$ cat src/rtl/ms_channel_sequencer_pkg.sv
// Shared types for the channel sequencer: section encoding and miss-counter width.
package ms_channel_sequencer_types;

  localparam int MISS_CNT_W = 16;

  typedef enum logic [1:0] {
    SCAN    = 2'd0,
    COMBINE = 2'd1,
    EMIT    = 2'd2
  } section_e;

endpackage

$ cat src/rtl/ms_channel_sequencer_rr_pointer.sv
// Round-robin channel pointer; steps on advance and wraps from NUM_CH-1 to 0.
module ms_rr_pointer #(
  parameter int NUM_CH = 4,
  localparam int PTR_W = $clog2(NUM_CH)
) (
  input  logic             clk,
  input  logic             rst,
  input  logic             advance,
  output logic [PTR_W-1:0] ptr
);

  localparam logic [PTR_W-1:0] LAST = PTR_W'(NUM_CH - 1);

  always_ff @(posedge clk or posedge rst) begin
    if (rst) begin
      ptr <= '0;
    end else if (advance) begin
      ptr <= (ptr == LAST) ? '0 : ptr + 1'b1;
    end
  end

endmodule

$ cat src/rtl/ms_channel_sequencer.sv
// Round-robin channel sequencer: capture one channel, add shared_in, emit result.
// Optional 16-bit saturating miss counter enabled by defining MS_SEQ_MISS_CNT_EN.
//
// state   | meaning
// SCAN    | test sync of the pointed channel; capture it or move to the next
// COMBINE | add shared_in to the captured value
// EMIT    | publish result with its channel index, pulse s_out_upd, advance
module ms_channel_sequencer
  import ms_channel_sequencer_types::*;
#(
  parameter int NUM_CH = 4,
  parameter int DATA_W = 32
) (
  input  logic                       clk,
  input  logic                       rst,
  input  logic [NUM_CH*DATA_W-1:0]   s_in,
  input  logic [NUM_CH-1:0]          s_in_sync,
  input  logic [DATA_W-1:0]          shared_in,
  output logic [DATA_W-1:0]          s_out,
  output logic [$clog2(NUM_CH)-1:0]  s_out_ch,
`ifdef MS_SEQ_MISS_CNT_EN
  output logic [MISS_CNT_W-1:0]      miss_cnt,
`endif
  output logic                       s_out_upd
);

  localparam int PTR_W = $clog2(NUM_CH);

  section_e           section;
  logic [PTR_W-1:0]   ptr;
  logic [DATA_W-1:0]  val;
  logic [DATA_W-1:0]  shared;
  logic               succ;
  logic               cur_sync;
  logic [DATA_W-1:0]  cur_data;
  logic               advance;

  assign cur_sync = s_in_sync[ptr];
  assign cur_data = s_in[int'(ptr)*DATA_W +: DATA_W];
  assign advance  = ((section == SCAN) && !cur_sync) || (section == EMIT);

  ms_rr_pointer #(.NUM_CH(NUM_CH)) u_ptr (
    .clk     (clk),
    .rst     (rst),
    .advance (advance),
    .ptr     (ptr)
  );

  always_ff @(posedge clk or posedge rst) begin
    if (rst) begin
      section   <= SCAN;
      val       <= '0;
      shared    <= '0;
      succ      <= 1'b0;
      s_out     <= '0;
      s_out_ch  <= '0;
      s_out_upd <= 1'b0;
    end else begin
      s_out_upd <= 1'b0;
      case (section)
        SCAN: begin
          if (cur_sync) begin
            val     <= cur_data;
            succ    <= 1'b1;
            section <= COMBINE;
          end else begin
            succ    <= 1'b0;
          end
        end
        COMBINE: begin
          shared  <= val + shared_in;
          section <= EMIT;
        end
        EMIT: begin
          // succ is always set on entry here; a reset clears it with the value
          s_out     <= shared;
          s_out_ch  <= ptr;
          s_out_upd <= succ;
          section   <= SCAN;
        end
        default: section <= SCAN;
      endcase
    end
  end

`ifdef MS_SEQ_MISS_CNT_EN
  always_ff @(posedge clk or posedge rst) begin
    if (rst) begin
      miss_cnt <= '0;
    end else if ((section == SCAN) && !cur_sync && (miss_cnt != '1)) begin
      miss_cnt <= miss_cnt + 1'b1;
    end
  end
`endif

endmodule

$ cat config.mk
export PLATFORM = sky130hd
export DESIGN_NAME = ms_channel_sequencer
export DESIGN_NICKNAME = d
export VERILOG_FILES = /design/src/rtl/ms_channel_sequencer_pkg.sv /design/src/rtl/ms_channel_sequencer_rr_pointer.sv /design/src/rtl/ms_channel_sequencer.sv
export SDC_FILE = /design/constraint.sdc
export NUM_CORES = 1
export LEC_CHECK = 0
export CAP_MARGIN = 0
export CORE_ASPECT_RATIO = 1.75
export CORE_MARGIN = 2
export CORE_UTILIZATION = 47
export CTS_CLUSTER_DIAMETER = 50
export CTS_CLUSTER_SIZE = 28
export DETAILED_ROUTE_END_ITERATION = 8
export PLACE_DENSITY = 0.81
export SYNTH_ARGS = -nofsm -noshare
export SYNTH_HDL_FRONTEND = slang
export SYNTH_HIERARCHICAL = 1
export SYNTH_SLANG_ARGS = --single-unit
$ cat constraint.sdc
create_clock -name clk -period 3.95 [get_ports clk]
set_input_delay 0.9875 -clock clk [delete_from_list [all_inputs] [get_ports clk]]
set_output_delay 0.9875 -clock clk [all_outputs]
set_load 0.01 [all_outputs]
# Word-level counts from Yosys, hierarchy flattened
# Index checks and enable logic that the tools add are counted.
classes:
  n_mux: 7
  n_eq_ne: 4
  n_reduce_logical: 5
  n_lt_le_gt_ge: 1
  shifts: 1
  addsub: 2
op_table:
  columns: ["cell", "n"]
  rows:
  - ["$shiftx 128x8->32", 1]
  - ["$add 32x32->32", 1]
  - ["$eq 2x2->1 const B", 2]
  - ["$mux 2", 2]
  - ["$pmux 2 s2", 1]
  - ["$lt 2x3->1 const B", 1]
  - ["$mux 1", 3]
  - ["$add 2x1->2 const B", 1]
  - ["$bmux 1 s2", 1]
  - ["$eq 2x1->1 const B", 1]
  - ["$logic_not 2->1", 1]
  - ["$ne 2x2->1 const B", 1]
  - ["$reduce_and 2->1", 1]
  - ["$logic_and 1x1->1", 1]
  - ["$logic_not 1->1", 1]
  - ["$logic_or 1x1->1", 1]
totals:
  output_inout_bits: 35
  regBits: 104
  wordCells: 28

# Depth between registers and ports, before layout
depth:
  ltp_word: 5
  ltp_mapped: 9

# By module
# Netlist, hierarchy kept.
modules_own_cells:
  columns: ["module", "cells_per_inst", "instances", "seq_area_each_um2", "area_each_um2"]
  rows:
  - ["ms_channel_sequencer", 545, 1, 2552.4, 6167.2]
  - ["ms_rr_pointer", 7, 1, 50.0, 92.6]

# Worst setup path before layout
# OpenSTA, ideal clock, no wires.
synth_path:
  kind: "input to register"
  from: "input shared_in[0]"
  to: "register shared[30]"
  path_stages: 9
  required_ns: 3.826
  t_arrival_ns: 2.948
  setup_time_ns: 0.124
  setup_slack_ns: 0.878
  cell_sequence: "ha_1 -> fa_1 -> a21o_1 -> a221o_2 -> a21oi_2 -> o31a_2 -> a21bo_1 -> o41ai_1 -> a211o_1"
synth_between:
  elab_chain_cells: 1
synth_lines:
  columns: ["element", "line_no", "text"]
  rows:
  - ["start, declared", "ms_channel_sequencer.sv:18", "input logic [DATA_W-1:0] shared_in,"]
  - ["$add 32x32->32", "ms_channel_sequencer.sv:71", "shared <= val + shared_in;"]
  - ["end signal, assigned", "ms_channel_sequencer.sv:71", null]
  - ["end, declared", "ms_channel_sequencer.sv:32", "logic [DATA_W-1:0] shared;"]
# Every way passes these cells.
# A chain may end at the register's enable or synchronous reset.

# Worst setup path in the final report
# Same ends and word-level chain as after synthesis.

==> metrics <==
vias in the first global route=5678; DP HPWL=12200 um; Final Total Pwr=6.82 mW; crit path DAT=3700 ps; register bit total from synthesis=104; Post-CTS Hold Buffers=0; routability cong.=0.996; first-pass GRT wire length=26200 um; Syn Nets=751; fin crit period=3470 ps; initial antenna violation count=0; CTS clk-pin slew, worst paths=70 ps; worst relative slew slack=34.5%; leading post-synthesis cells by cell area=dfrtp_1 (42%), mux2_2 (12%), mux4_2 (12%); Die Span Y=157 um; Post-Synth XOR/XNOR Area=3.50%; Main synth FF type=dfrtp_1; diode count=0; dpl ws=124 ps; max incr delay on CP=420 ps; TritonCTS Buffers=9; multiplexer share of the synthesized area=24.1%; leakage power=3.65 nW; Cell Rows=55; largest family of logic cells by synthesized area=multiplexers; post_cts resized=0; post-synthesis simple-gate area fraction=8.49%; worst hold slack=481 ps; Iter 0 DRT Violations=289; Worst Setup Slack, final=482 ps; Yosys warnings=6; CP Class=input port to flop; vias per inst=5.79; worst-skew pair later-pin latency=350 ps; ANT nets after route=0; max frequency=288 MHz; Unique masters post-synth=58; maxcap violations=0; largest net degree at the start of global routing=82; share of the yosys chip area belonging to registers=41.6%; Cell Pwr Density=781 nW/um2; Worst Skew=10.7 ps; Adder-Cell Fraction of Synth Area=6.72%; buffer and inverter count on the worst path=1; critical-path cell list=clkdlybuf4s50_1 > ha_1 > fa_1 > a21o_1 > a221o_2 > a21oi_2 > o31a_2 > a21bo_1 > o41ai_1 > a211o_1; Yosys top cell area share=41.6%; largest area contributor in the netlist=dfrtp_1; num ports=201; Final Cycle Share=87.8%; number of synthesized flops with an enable pin=0; Via Count=5309; status=complete, no violations; CP Data Required Time=4180 ps; Layout Nets=940; Filler cells=954; slowest library cell on the worst path=clkdlybuf4s50_1; Hold Fails Final Rpt=0; Synth Area in Compound Gates=13.1%; GRT Total Usage=22.8%; final slew viol count=0; Pre-Repair DR Iteration Count=5; Core Area=13000 um2; VDD IR max=0.331 mV; Die X=91.2 um; DRC Markers=0; worst-path maximum fanout=4; Initial Util=48.1%; H-tree levels=3; GRT overflow=0; clock sink total=104; clk buf depth=2; final setup vio count=0; detailed-route wire length per cell=17.4 um; CTS tree=yes; Worst setup SP type=input port; Least-Margin Pin Slew=983 ps; Cells after Synth=552; Post-Syn Area per Cell=11.3 um2; synthesis-to-finish area growth=39.5%; Post-Route WL=16000 um; Root Buffer=clkbuf_16; post-synthesis cell area=6260 um2; post-CTS setup buffers=0; CP endpoint kind=flop; register area=2600 um2; DIE AREA=14300 um2; Total Neg Setup Slack=0 ps; ys async rst share=100%; IO buf count=200; CP top delay family=compound AO/OA/AOI/OAI gates; min-delay worst type=flop to flop; share of post-route cells with drive strength above 1=18.4%; unrepaired setup endpoints after global routing=no; Multi-input gate area=3500 um2
-- layer usage --
metal | part of all wire (%) | vias up | global-route usage, %
li1 | - | 2448 | -
met1 | 35 | 2542 | 23.8
met2 | 55 | 259 | 43.5
met3 | 5.3 | 60 | 4.00
met4 | 4.0 | 0 | 11.1
met5 | 0 | - | 0
-- logic make-up after synthesis --
logic type / count (synthesis)
multiplexers: 101
buffers and inverters: 40
XOR/XNOR: 25
flip-flops: 104
AND/OR/NAND/NOR: 117
adder cells (fa/ha/maj): 33
AO/OA/AOI/OAI: 132
-- worst min-delay path, delay by kind of cell (launching register included) --
family	cells	cell delay, ps
AO/OA/AOI/OAI	1	60
flip-flops	1	340
AND/OR/NAND/NOR	1	40
-- where the power goes --
part	switching (mW)	internal (mW)	total, mW
combinational	1.98	2.00	3.98
sequential	0.290	1.62	1.91
clock	0.407	0.518	0.925
total	2.68	4.14	6.82
-- cells in the mapped netlist (3+ instances only) --
cell type / n
dfrtp_1: 104
mux2_2: 67
nand2_1: 61
a21oi_1: 43
o21ai_0: 38
mux4_2: 33
ha_1: 32
nor2_1: 19
clkbuf_1: 16
xnor2_1: 14
inv_1: 12
xor2_1: 11
a21o_1: 9
nand3_1: 9
nand4_1: 8
buf_1: 7
a31oi_1: 5
buf_2: 5
nor3_1: 5
o211ai_1: 5
and3_1: 4
a211o_1: 3
-- cell type report --
cell class	instances	share of cell area [%]
clock buffers	10	2.74
clock inverters	6	0.874
inverters	12	0.545
multi-input cells	408	40.1
flip-flops and latches	104	29.8
well taps	171	2.45
repair buffers	206	23.4
-- through the flow --
| step | util [%] | cell area, um2 | instances |
|---|---|---|---|
| global route | 67.1 | 8730 | 917 |
| detailed placement | 64.7 | 8420 | 901 |
| CTS | 67.1 | 8730 | 917 |
| finish | 67.1 | 8730 | 917 |
| global placement | 64.7 | 8420 | 901 |
| floorplan | - | 6260 | 552 |
-- cells in the final DEF, fill, tap and decap left out, types with 3 or more instances in the layout --
master,instances
mux4_2,33
clkinv_4,4
nor3_1,5
a21oi_1,43
nand2_1,61
a21o_1,9
xnor2_1,14
a31oi_1,5
nand3_1,9
o211ai_1,5
buf_4,6
clkdlybuf4s50_1,200
dfrtp_1,103
mux2_2,67
inv_1,11
nand4_1,8
xor2_1,11
o21ai_0,38
ha_1,32
clkbuf_16,9
and3_1,4
a211o_1,3
nor2_1,19
-- sequential cells by signal, indices dropped and copies added, names as in the netlist --
register / cells
s_out: 32
s_out_ch: 2
s_out_upd: 1
section: 2
shared: 32
succ: 1
u_ptr/ptr: 2
val: 32
-- final timing paths --
check	start	endpoint	slack, ps	cells past startpoint
setup / recovery	shared_in[0]	shared[30]$_DFFE_PP0N_	480	10
hold reg to reg	shared[5]$_DFFE_PP0N_	shared[5]$_DFFE_PP0N_	480	2
setup reg to reg	val[0]$_DFFE_PP0P_	shared[30]$_DFFE_PP0N_	1150	9
hold / removal	shared[5]$_DFFE_PP0N_	shared[5]$_DFFE_PP0N_	480	2
min in group asynchronous	rst	u_ptr/ptr[0]$_DFFE_PP0P_	870	2
max in group asynchronous	rst	shared[12]$_DFFE_PP0N_	1920	3
Note: power is estimated with default switching activity, not from simulation.
